## src/rtl/sim_ctrl_pkg.sv

```systemverilog
// Shared types and constants for the simulation/bring-up controller.
// Latency: n/a (types and constants only).
// Backpressure: n/a.
// Contents: controller state enum, pass value, default magic addresses.
// The default addresses match the firmware linker map.
package sim_ctrl_pkg;

    typedef enum logic [1:0] {
        RESET_HOLD = 2'd0,
        RUN        = 2'd1,
        HALTED     = 2'd2
    } state_t;

    // A value of 1 written to the exit register means the program passed.
    localparam int PASS_VALUE = 1;

    localparam logic [31:0] DEFAULT_EXIT_ADDR    = 32'h3000_0000;
    localparam logic [31:0] DEFAULT_CONSOLE_ADDR = 32'h1000_0000;

endpackage

```

## src/rtl/sync_fifo.sv

```systemverilog
// Generic synchronous FIFO with fall-through head (pop_dat shows the oldest entry).
// Latency: a pushed word is visible on pop_dat one cycle after the push edge.
// Backpressure: a push is taken when not full, or when full and popped the same cycle.
// Ports: clk, rst (sync, active high), push/push_dat, pop, pop_dat, full, empty, count.
// The caller detects a dropped push as push & full & ~pop.
module sync_fifo #(
    parameter int WIDTH = 8,
    parameter int DEPTH = 8,
    localparam int AW = $clog2(DEPTH),
    localparam int CW = AW + 1
) (
    input  logic             clk,
    input  logic             rst,
    input  logic             push,
    input  logic [WIDTH-1:0] push_dat,
    input  logic             pop,
    output logic [WIDTH-1:0] pop_dat,
    output logic             full,
    output logic             empty,
    output logic [CW-1:0]    count
);

    logic [WIDTH-1:0] mem [DEPTH];
    logic [AW-1:0]    wr_ptr;
    logic [AW-1:0]    rd_ptr;
    logic             pop_ok;
    logic             push_ok;

    assign empty   = (count == '0);
    assign full    = (count == CW'(DEPTH));
    assign pop_ok  = pop & ~empty;
    // When full, the slot being freed by a same-cycle pop is the one written.
    assign push_ok = push & (~full | pop_ok);
    assign pop_dat = mem[rd_ptr];

    always_ff @(posedge clk) begin
        if (rst) begin
            wr_ptr <= '0;
            rd_ptr <= '0;
            count  <= '0;
        end else begin
            // DEPTH is a power of two, so pointers wrap naturally.
            if (push_ok) wr_ptr <= wr_ptr + AW'(1);
            if (pop_ok)  rd_ptr <= rd_ptr + AW'(1);
            if (push_ok && !pop_ok) begin
                count <= count + CW'(1);
            end else if (pop_ok && !push_ok) begin
                count <= count - CW'(1);
            end
        end
    end

    always_ff @(posedge clk) begin
        if (push_ok) mem[wr_ptr] <= push_dat;
    end

endmodule

```

## src/rtl/sim_ctrl.sv

```systemverilog
// Bring-up controller: core reset sequencing, exit/console snooping, watchdog.
// Latency: status and console push take effect on the edge after the bus write.
// Backpressure: console bytes arriving at a full FIFO without a pop are dropped (sticky fifo_overflow).
// Ports: clk, rst (sync, active high), core_resetn; bus snoop mem_valid/mem_we/mem_addr/mem_wdata;
//        console char_valid/char_data/char_ready; status done/pass/timeout/exit_code/cycle_count/fifo_overflow.
module sim_ctrl
    import sim_ctrl_pkg::*;
#(
    parameter int                ADDR_W         = 32,
    parameter int                DATA_W         = 32,
    parameter int                RESET_CYCLES   = 4,
    parameter int                TIMEOUT_CYCLES = 1_000_000,
    parameter logic [ADDR_W-1:0] EXIT_ADDR      = ADDR_W'(DEFAULT_EXIT_ADDR),
    parameter logic [ADDR_W-1:0] CONSOLE_ADDR   = ADDR_W'(DEFAULT_CONSOLE_ADDR),
    parameter int                FIFO_DEPTH     = 8,
    parameter int                CNT_W          = 32
) (
    input  logic              clk,
    input  logic              rst,
    output logic              core_resetn,
    input  logic              mem_valid,
    input  logic              mem_we,
    input  logic [ADDR_W-1:0] mem_addr,
    input  logic [DATA_W-1:0] mem_wdata,
    output logic              char_valid,
    output logic [7:0]        char_data,
    input  logic              char_ready,
    output logic              done,
    output logic              pass,
    output logic              timeout,
    output logic [DATA_W-1:0] exit_code,
    output logic [CNT_W-1:0]  cycle_count,
    output logic              fifo_overflow
);

    localparam int HOLD_W = (RESET_CYCLES > 1) ? $clog2(RESET_CYCLES) : 1;
    localparam int FCW    = $clog2(FIFO_DEPTH) + 1;

    state_t            state;
    state_t            state_nxt;
    logic [HOLD_W-1:0] hold_cnt;
    logic              hold_last;
    logic              exit_wr;
    logic              con_wr;
    logic              tmo_hit;
    logic              in_hold;
    logic              in_run;
    logic              bus_live;
    logic              exit_take;
    logic              tmo_take;
    logic              con_push;
    logic              fifo_pop;
    logic              fifo_full;
    logic              fifo_empty;
    logic [FCW-1:0]    unused_fifo_count;

    // Bus decode: full-width address match, writes only, no strobe check.
    assign exit_wr   = mem_valid & mem_we & (mem_addr == EXIT_ADDR);
    assign con_wr    = mem_valid & mem_we & (mem_addr == CONSOLE_ADDR);
    assign hold_last = (hold_cnt == HOLD_W'(RESET_CYCLES - 1));

    generate
        if (TIMEOUT_CYCLES != 0) begin : g_wdog
            assign tmo_hit = (cycle_count == CNT_W'(TIMEOUT_CYCLES - 1));
        end else begin : g_no_wdog
            assign tmo_hit = 1'b0;
        end
    endgenerate

    // State register.
    always_ff @(posedge clk) begin
        if (rst) state <= RESET_HOLD;
        else     state <= state_nxt;
    end

    // Next-state logic.
    always_comb begin
        state_nxt = state;
        unique case (state)
            RESET_HOLD: if (hold_last)          state_nxt = RUN;
            RUN:        if (exit_wr || tmo_hit) state_nxt = HALTED;
            HALTED:                             state_nxt = HALTED;
            default:                            state_nxt = RESET_HOLD;
        endcase
    end

    // State decode.
    always_comb begin
        in_hold  = 1'b0;
        in_run   = 1'b0;
        bus_live = 1'b0;
        unique case (state)
            RESET_HOLD: in_hold = 1'b1;
            RUN: begin
                in_run   = 1'b1;
                bus_live = 1'b1;
            end
            HALTED:  bus_live = 1'b1;
            default: ;
        endcase
    end

    // Exit beats a same-cycle watchdog expiry.
    assign exit_take = in_run & exit_wr;
    assign tmo_take  = in_run & tmo_hit & ~exit_wr;
    assign con_push  = bus_live & con_wr;
    assign char_valid = ~fifo_empty;
    assign fifo_pop   = char_valid & char_ready;

    always_ff @(posedge clk) begin
        if (rst) begin
            hold_cnt      <= '0;
            core_resetn   <= 1'b0;
            done          <= 1'b0;
            pass          <= 1'b0;
            timeout       <= 1'b0;
            exit_code     <= '0;
            cycle_count   <= '0;
            fifo_overflow <= 1'b0;
        end else begin
            if (in_hold) hold_cnt <= hold_cnt + HOLD_W'(1);
            // Registered so the core sees a clean release on the edge entering RUN.
            core_resetn <= (state_nxt != RESET_HOLD);
            if (in_run && (cycle_count != '1)) cycle_count <= cycle_count + CNT_W'(1);
            if (exit_take) begin
                done      <= 1'b1;
                pass      <= (mem_wdata == DATA_W'(PASS_VALUE));
                exit_code <= mem_wdata >> 1;
            end else if (tmo_take) begin
                done    <= 1'b1;
                timeout <= 1'b1;
                pass    <= 1'b0;
            end
            if (con_push && fifo_full && !fifo_pop) fifo_overflow <= 1'b1;
        end
    end

    // Occupancy is not needed here; full/empty cover all decisions.
    sync_fifo #(
        .WIDTH (8),
        .DEPTH (FIFO_DEPTH)
    ) u_con_fifo (
        .clk      (clk),
        .rst      (rst),
        .push     (con_push),
        .push_dat (mem_wdata[7:0]),
        .pop      (fifo_pop),
        .pop_dat  (char_data),
        .full     (fifo_full),
        .empty    (fifo_empty),
        .count    (unused_fifo_count)
    );

endmodule
```

## config.mk

```make
export PLATFORM = sky130hd
export DESIGN_NAME = sim_ctrl
export DESIGN_NICKNAME = d
export VERILOG_FILES = /design/src/rtl/sim_ctrl_pkg.sv /design/src/rtl/sync_fifo.sv /design/src/rtl/sim_ctrl.sv
export SDC_FILE = /design/constraint.sdc
export NUM_CORES = 1
export LEC_CHECK = 0
export ABC_AREA = 1
export CORE_MARGIN = 1
export CORE_UTILIZATION = 40
export DETAILED_ROUTE_END_ITERATION = 16
export GPL_ROUTABILITY_DRIVEN = 0
export PLACE_DENSITY = 0.67
export RECOVER_POWER = 50
export SKIP_LAST_GASP = 1
export SLEW_MARGIN = 20
export SYNTH_ARGS = -nofsm -noshare
export SYNTH_HDL_FRONTEND = slang
export SYNTH_HIERARCHICAL = 1
export SYNTH_SLANG_ARGS = --single-unit
```

## constraint.sdc

```tcl
create_clock -name clk -period 2.8 [get_ports clk]
set_input_delay 0.28 -clock clk [delete_from_list [all_inputs] [get_ports clk]]
set_output_delay 0.28 -clock clk [all_outputs]
set_load 0.05 [all_outputs]
```

Word-level counts from Yosys, hierarchy flattened

Memory sizes are Yosys's and may differ from the RTL's. A register that Yosys moved wholly into a read port is not among the register bits.
Cells that the tools add are included.

Register bits: 82
Memory bits (writable): 64
Output and inout bits: 78
Word-level logic and storage cells: 75
Memories kept: 1

Memories:

| name           | words | bits a word | rd ports | clocked after Yosys merged registers in | write ports | line            | source |
|---|---|---|---|---|---|---|---|
| u_con_fifo.mem | 8     | 8           | 1        | 1                                       | 1           | sync_fifo.sv:23 | `logic [WIDTH-1:0] mem [DEPTH];` |

Add/subtract/negate cells: 6
Equality and inequality tests: 9
Multiplexer cells: 16
Bitwise logic cells: 15
Reductions and logical operators: 16

Operator list:

| operator                                                                 | count |
|---|---|
| 32-bit by 1-bit adder with 32-bit output (second input constant)         | 1 |
| 32-bit by 1-bit equality test with 1-bit output (second input constant)  | 1 |
| 32-bit by 20-bit equality test with 1-bit output (second input constant) | 1 |
| 32-bit by 29-bit equality test with 1-bit output (second input constant) | 1 |
| 32-bit by 30-bit equality test with 1-bit output (second input constant) | 1 |
| 32-bit != test (second input constant)                                   | 1 |
| 1-bit AND                                                                | 10 |
| 1-bit 2-to-1 mux                                                         | 9 |
| 4-bit 2-to-1 mux                                                         | 2 |
| 3-bit by 1-bit adder with 3-bit output (second input constant)           | 2 |
| 3-bit 2-to-1 mux                                                         | 2 |
| 2-bit case mux with 3 select lines                                       | 1 |
| 2-bit nonzero test                                                       | 3 |
| 1-bit logical AND                                                        | 5 |
| 4-bit by 1-bit adder with 4-bit output (second input constant)           | 1 |
| 2-bit equality test (second input constant)                              | 2 |
| 4-bit equality test (second input constant)                              | 1 |
| 4-bit zero test                                                          | 1 |
| 2-bit 2-to-1 mux                                                         | 2 |
| 1-bit NOT                                                                | 4 |
| 4-bit by 1-bit subtractor with 4-bit output (second input constant)      | 1 |
| 1-bit zero test                                                          | 3 |
| 2-bit by 1-bit adder with 2-bit output (second input constant)           | 1 |
| 2-bit by 1-bit equality test with 1-bit output (second input constant)   | 1 |
| 5 further kinds                                                          | 5 |

Depth between registers and ports, before layout

Gate-level depths: netlist of run 1.

Depth after elaboration: 10
Gate-level depth with buffers: 18

Modules after synthesis

Netlist of run 1, hierarchy kept.

Modules (own cells, without submodules):

| module    | instances | cells each | area an instance (µm²) |
|---|---|---|---|
| sim_ctrl  | 1         | 641        | 4036.4 |
| sync_fifo | 1         | 315        | 3344.5 |

Least setup slack after synthesis of run 1

Ideal clock, no wire load.

Kind: reg2reg
Start: reg state[1]
End: reg u_con_fifo.count[3]
Setup time: 0.109 ns
Arrival: 2.855 ns
Path slack: -0.163 ns
Stages on the path, launching flop included: 17
Cell sequence: dfxtp_1 inv_1 ha_1 inv_1 nor2_1 nand4_1 nor4_1 nand2_2 inv_2 ha_1 inv_1 ha_1 or2_2 nand3_1 nand3_1 nand2_1 inv_1

Word-level cells in the longest chain between the ends: 8

Ends and longest elaborated chain:

| element                                                                                      | line            | source |
|---|---|---|
| from (decl)                                                                                  | sim_ctrl.sv:39  | `state_t state;` |
| from (signal assigned)                                                                       | sim_ctrl.sv:73  | `else state <= state_nxt;` |
| 2-bit equality test / 2-bit by 1-bit equality test with 1-bit output (equally long branches) | sim_ctrl.sv:92  | `unique case (state)` |
| 2-bit OR reduction (no line) *                                                               | --              |  |
| 1-bit 2-to-1 mux *                                                                           | sim_ctrl.sv:92  |  |
| 1-bit AND *                                                                                  | sim_ctrl.sv:106 | `assign con_push = bus_live & con_wr;` |
| via con_push                                                                                 | sim_ctrl.sv:51  | `logic con_push;` |
| 1-bit AND *                                                                                  | sync_fifo.sv:33 | `assign push_ok = push & (~full \| pop_ok);` |
| via u_con_fifo.push_ok                                                                       | sync_fifo.sv:27 | `logic push_ok;` |
| 1-bit zero test                                                                              | sync_fifo.sv:47 | `end else if (pop_ok && !push_ok) begin` |
| 1-bit logical AND                                                                            | sync_fifo.sv:47 |  |
| 2-bit nonzero test (no line)                                                                 | --              |  |
| to (signal assigned)                                                                         | sync_fifo.sv:46 | `count <= count + CW'(1);` |
| to (signal assigned)                                                                         | sync_fifo.sv:48 | `count <= count - CW'(1);` |
| to (decl)                                                                                    | sync_fifo.sv:20 | `output logic [CW-1:0] count` |

The timed path passes the listed nets; every way through them passes the cells marked *.
A chain may end at the register's enable or synchronous reset.

Final worst setup path of run 1

Same ends and word-level chain as after synthesis.

==> out/qor.txt, run 1 <==
Via Count -> 6617
Layout fillers -> 1738
# hold bufs at CTS -> 0
Final WS setup -> 0.190 ns
Largest net degree at the start of global routing -> 41
Post-layout nets -> 1199
Crit share post-route -> 93.2%
Worst-margin pin slew -> 0.846 ns
# DRC -> 0
Global-route wire length before repair -> 29000 um
Remaining Overflow, GRT -> 0
Total length of routed wires -> 18700 um
Final Hold Violating Endpoints -> 0
Num CTS Buffers -> 17
Skew final -> 0.00570 ns
Most frequent cells in the layout -> nor2_1 (230), nand2_1 (225), clkdlybuf4s50_1 (129), dfxtp_1 (85), inv_1 (76)
RSZ-0062 raised after global routing -> yes
Clock sinks -> 149
Dpl cells -> 1327
Hold Path Stages -> 2
Sequential power share -> 46.6%
Req. time, crit path -> 3.12 ns
Status -> finished clean
R2R setup slack -> 0.19 ns
Reg2Reg Depth -> 16
Netlist Area Pre-Place -> 0.00738 mm^2
Worst hold path startpoint -> fifo_overflow
Crit-path max FO -> 4
PortBufs -> 145
Total power -> 4.95 mW
DR WL/cell -> 13.7 um
Synth warnings -> 6
DP Wirelength -> 13200 um
Net switching power figure -> 1.16 mW
Clock Power Share -> 45.2%
Max-slew violation count -> 0
Critical R2R Launch -> state[1]
Io pins -> 147
Drt pass-1 iters -> 5
Initial antenna violation count -> 0
H-tree Lvls -> 4
Max Cap Viol -> 0
Switching share of power -> 23.3%
Share of the synthesized area in the top cell type -> 26.0%
Initial DRC count -> 371
Area delta synth->final -> 31.8%
Period minus WS final -> 2.61 ns
Worst-skew pair later-pin latency -> 0.42 ns
Pint -> 3.80 mW
CTS clock-pin slew for the worst setup and hold paths -> 0.06 ns
Pwr/cell area -> 509 mW/mm^2
Cell row count -> 49
Starting Density -> 40.9%
ANT cells -> 0
Syn avg cell area -> 7.72 um^2
Largest cells by area after synthesis -> edfxtp_1 (26%), dfxtp_1 (23%), nor2_1 (12%), nand2_1 (11%), inv_1 (3.9%)
Final setup fails -> 0
Root buf cell -> clkbuf_16
Die area -> 0.0190 mm^2
R2r endpoint -> u_con_fifo/count[3]
Core area -> 0.0180 mm^2
Slew HR -> 43.6%
Unique masters post-synth -> 40
Layout cell share with drive strength beyond 1 -> 8.13%
Cells after Synth -> 956
Worst-case clock buffer depth -> 2
Vias in the first global route -> 5827
Critical Path Start Type -> flip-flop
Leakage power -> 3.85 nW
VDD IR max -> 493 uV
GRT Total Usage -> 19.9%
Hold Path Class -> flip-flop to flip-flop
Via density per instance -> 4.87
Seq cells post-synth -> 149
Fin cells -> 1360
Die H -> 138 um
Combinational power share -> 8.2%
Die width -> 138 um
Syn Nets -> 1037
Post-synth top area cell -> edfxtp_1
Setup_tns -> 0 ns
DP Worst Slack -> 0.0302 ns
Multi-input logic area -> 0.00324 mm^2
Min Hold Slack -> 0.450 ns
Commonest non-fill, non-tap cell in the layout -> nor2_1
Crit path DAT -> 2.93 ns
WS Path Type -> flip-flop to flip-flop
Post-synthesis sequential area ratio -> 49.1%
Sequential Area -> 0.00362 mm^2
Fmax -> 0.383 GHz
Hold Path Sink -> fifo_overflow
Final antenna-violating net count -> 0
Crit. End Element -> flip-flop
TritonCTS clock tree -> yes
synthesized netlist by cell type (all sizes together):
cell,instances
nor3b,1
o21ai,79
clkbuf,9
nor3,28
nor4,6
xor2,9
o31ai,1
nor2,243
nand3b,2
dfxtp,85
nand2,235
xnor2,3
ha,11
inv,83
nand4,11
nand3,30
or2,1
o2111ai,1
conb,1
a21oi,27
and2,1
clkinv,1
fa,1
buf,23
edfxtp,64
through the flow:
stage,utilization [%],cell area (um^2)
after global placement,50.7,9130
after floorplan,-,7390
after CTS,53.9,9710
final,53.9,9720
after detailed placement,50.7,9130
after global routing,53.9,9720
logic make-up after synthesis:
family                   synth area share [%]
AND/OR/NAND/NOR                          32.5
adder cells (fa/ha/maj)                  2.14
XOR/XNOR                                 1.42
buffers and inverters                    7.39
flip-flops                               49.1
AO/OA/AOI/OAI                            7.41
other                                  0.0508
worst max-delay path, stage by stage, from the launching register on:
cell	delay (ns)
dfxtp_1	0.36
inv_1	0.10
ha_1	0.29
inv_1	0.05
nor2_1	0.08
nand4_1	0.16
nor4_4	0.28
nand2_2	0.08
inv_2	0.07
ha_1	0.16
inv_1	0.11
ha_4	0.24
or2_2	0.30
nand3_1	0.09
nand3_1	0.07
nand2_1	0.06
inv_1	0.03
power by group through the flow:
| stage | combinational, mW | clock [mW] | sequential, mW |
|---|---|---|---|
| finish | 0.408 | 2.24 | 2.31 |
| CTS | 0.420 | 2.28 | 2.31 |
| global placement | 0.413 | 0 | 2.35 |
| detailed placement | 0.419 | 0 | 2.35 |
| global route | 0.453 | 2.37 | 2.31 |
| floorplan | 0.209 | 0 | 2.38 |
final cells by class:
class,instances,share of cell area [%]
clock inverters,11,1.29
well taps,229,2.95
inverters,84,3.32
multi-input cells,691,33.3
repair buffers,175,17.2
clock buffers,21,4.63
flip-flops and latches,149,37.3
repair_timing:
action	CTS	global route
endpoints found under the setup margin	0	9
resized for setup	0	10
setup buffers	0	1
flip-flops by register name, indices dropped and copies added, names as in the netlist, named ones only:
name,count
core_resetn,1
cycle_count,32
done,1
exit_code,31
fifo_overflow,1
hold_cnt,2
pass,1
state,2
timeout,1
u_con_fifo/count,4
u_con_fifo/mem,64
u_con_fifo/rd_ptr,3
u_con_fifo/wr_ptr,3
per-layer routing:
metal / vias up / share of wire, % / track usage (%)
li1: 3394 / - / -
met1: 2997 / 48 / 27.1
met2: 204 / 45 / 31.4
met3: 22 / 6.1 / 4.45
met4: 0 / 1.2 / 5.98
met5: - / 0 / 0
how the worst max path moves through the flow:
stage	from	endpoint	slack, ns	cells past startpoint
2_1_floorplan	state[1]	u_con_fifo/count[3]	0.11	16
3_3_place_gp	mem_addr[26]	u_con_fifo/count[3]	0.11	16
3_5_place_dp	mem_addr[26]	u_con_fifo/count[3]	0.03	16
4_1_cts	flip-flop	char_data[1]	0.01	8
5_1_grt	state[1]	u_con_fifo/count[2]	-0.0009	14
6_report	state[1]	u_con_fifo/count[3]	0.19	16
(Power assumes the default switching activity.)
==> run 2: changes to the inputs <==
- CORE_UTILIZATION: 40 -> 47
- PLACE_DENSITY: 0.67 -> 0.77
==> out/qor.txt, run 2 (synthesized netlist as in run 1, its figures left out) <==
Most used cell along the critical path -> nand2_1 (was inv_1)
Final setup fails -> 0 (unchanged)
Met2 GRT Util -> 39.2% (was 31.4%)
Cell row count -> 45 (was 49)
Status -> finished, violations left (was finished clean)
Hold Path Class -> flip-flop to flip-flop (unchanged)
Most frequent cells in the layout -> nor2_1 (232), nand2_1 (227), clkdlybuf4s50_1 (84), dfxtp_1 (82), inv_1 (74) (was nor2_1 (230), nand2_1 (225), clkdlybuf4s50_1 (129), dfxtp_1 (85), inv_1 (76))
DR WL/cell -> 13.9 um (was 13.7 um)
Worst-case clock buffer depth -> 2 (unchanged)
H-tree Lvls -> 4 (unchanged)
Core area -> 0.0153 mm^2 (was 0.0180 mm^2)
TritonCTS clock tree -> yes (unchanged)
Fmax -> 0.370 GHz (was 0.383 GHz)
GR Util met3 -> 6.03% (was 4.45%)
Pwr/cell area -> 522 mW/mm^2 (was 509 mW/mm^2)
Layout cell share with drive strength beyond 1 -> 8.24% (was 8.13%)
Failing checks -> capacitance limit, slew limit
GRT Total Usage -> 24.0% (was 19.9%)
Req. time, crit path -> 2.52 ns (was 3.12 ns)
Num CTS Buffers -> 17 (unchanged)
RSZ-0062 raised after global routing -> no (was yes)
Leakage power -> 3.94 nW (was 3.85 nW)
Layout fillers -> 1325 (was 1738)
CP Cell Sequence -> buf_12 -> nor2_1 -> nor2_1 -> o21ai_1 -> nand2_1 -> nand2_1 -> nand2_1 -> clkdlybuf4s50_1 (was inv_1 -> ha_1 -> inv_1 -> nor2_1 -> nand4_1 -> nor4_4 -> nand2_2 -> inv_2 -> ha_1 -> inv_1 -> ha_4 -> or2_2 -> nand3_1 -> nand3_1 -> nand2_1 -> inv_1)
Post-layout util -> 63.4% (was 53.9%)
Crit path buf inv count -> 2 (was 5)
Via Count -> 6808 (was 6617)
Io pins -> 147 (unchanged)
GR Util met1 -> 31.2% (was 27.1%)
PortBufs -> 145 (unchanged)
Crit. End Element -> primary output (was flip-flop)
Remaining Overflow, GRT -> 0 (unchanged)
Largest regs -> u_con_fifo/mem (64), cycle_count (32), exit_code (31) (unchanged)
DP Wirelength -> 13100 um (was 13200 um)
Via density per instance -> 5.08 (was 4.87)
Most Crowded Layer GR -> met2 (unchanged)
Worst-margin pin slew -> 1.86 ns (was 0.846 ns)
Period minus WS final -> 2.70 ns (was 2.61 ns)
Die area -> 0.0162 mm^2 (was 0.0190 mm^2)
Crit-path max FO -> 24 (was 4)
Initial DRC count -> 455 (was 371)
Skew final -> 0.00764 ns (was 0.00570 ns)
Post-layout nets -> 1197 (was 1199)
Initial antenna violation count -> 0 (unchanged)
Slew HR -> -23.8% (was 43.6%)
Critical Path Start Type -> flip-flop (unchanged)
Starting Density -> 48.4% (was 40.9%)
Die H -> 127 um (was 138 um)
Slowest stage delay, CP -> 0.80 ns (was 0.36 ns)
Slowest cell on crit path -> clkdlybuf4s50_1 (was dfxtp_1)
Global-route wire length before repair -> 30700 um (was 29000 um)
CTS clock-pin slew for the worst setup and hold paths -> 0.06 ns (about the same)
VDD IR max -> 466 uV (was 493 uV)
Max-slew violation count -> 41 (was 0)
Die width -> 127 um (was 138 um)
# hold bufs at CTS -> 0 (unchanged)
Crit share post-route -> 96.6% (was 93.2%)
Max Cap Viol -> 1 (was 0)
Max reg flops -> 64 (unchanged)
Biggest register -> u_con_fifo/mem (unchanged)
Area delta synth->final -> 31.1% (was 31.8%)
Total length of routed wires -> 18600 um (was 18700 um)
Largest net degree at the start of global routing -> 41 (unchanged)
# DRC -> 0 (unchanged)
Vias in the first global route -> 6429 (was 5827)
WS Path Type -> flip-flop to primary output (was flip-flop to flip-flop)
Drt pass-1 iters -> 5 (unchanged)
Root buf cell -> clkbuf_16 (unchanged)
Commonest non-fill, non-tap cell in the layout -> nor2_1 (unchanged)
Worst-skew pair later-pin latency -> 0.43 ns (was 0.42 ns)
Final antenna-violating net count -> 0 (unchanged)
CP top delay family -> buffers and inverters (was simple AND/OR/NAND/NOR gates)
ANT cells -> 0 (unchanged)
Setup_tns -> 0 ns (unchanged)
Clock sinks -> 149 (unchanged)
Final Hold Violating Endpoints -> 0 (unchanged)
Crit path DAT -> 2.42 ns (was 2.93 ns)
[run 2: cell count changes in the layout (fill, tap and decap cells not counted), moves of 2 or more]
cell             before  now
clkinv_4              1    3
inv_8                 0    4
clkbuf_1             11    8
dfxtp_1              85   82
dlymetal6s2s_1        8    1
nor2_1              230  232
nor2_4                4    2
clkdlybuf4s50_1     129   84
clkinv_2              3    0
inv_1                76   74
nand2_1             225  227
dfxtp_2               0    3
buf_4                20   18
dlygate4sd3_1         8   59
[run 2: worst paths after layout]
check / from / end / slack, ns / depth (start not counted)
worst max-delay path: flip-flop / char_data[4] / 0.1 / 8
worst min-delay path: fifo_overflow / fifo_overflow / 0.46 / 2
worst max register to register: state[0] / u_con_fifo/count[3] / 0.19 / 16
worst min register to register: fifo_overflow / fifo_overflow / 0.46 / 2
[run 2: stage by stage]
stage	hold slack [ns]	total power [mW]	std cells	cell area, um^2	worst slack (ns)
2_1_floorplan	0.349	2.59	956	7390	0.110
3_3_place_gp	0.444	2.76	1306	9090	0.136
3_5_place_dp	0.453	2.77	1306	9090	0.0214
4_1_cts	0.456	5.08	1338	9700	0.100
5_1_grt	0.479	5.24	1340	9670	0.0145
6_report	0.456	5.05	1340	9670	0.0958
[run 2: cell type report]
class                   instances  area [um^2]  share of cell area, %
repair buffers                173         1650                   17.0
clock inverters                15          189                   1.95
well taps                     211          264                   2.73
clock buffers                  17          425                   4.40
multi-input cells             691         3200                   33.1
flip-flops and latches        149         3630                   37.5
inverters                      84          323                   3.34
[run 2: repair_timing]
item                                    CTS  global route
setup buffers                             0             2
pin swaps                                 0             1
endpoints found under the setup margin    8             3
gates cloned                              0             0
resized for setup                         2             8
[run 2: tightest hold or removal path, stage by stage, from the launching register on]
cell and delay, ns:
dfxtp_1 0.31, inv_1 0.05, a21oi_1 0.06
[run 2: layer usage]
layer,wire (um),vias up
met5,0,-
met4,402,0
met3,1110,37
met2,8640,238
met1,8470,3141
li1,-,3392
[run 2: power by group]
group          leakage, nW  switching, mW  total [mW]  internal, mW
Clock                0.295          0.980        2.33          1.35
Sequential            1.26         0.0191        2.31          2.29
Combinational         2.38          0.246       0.408         0.161
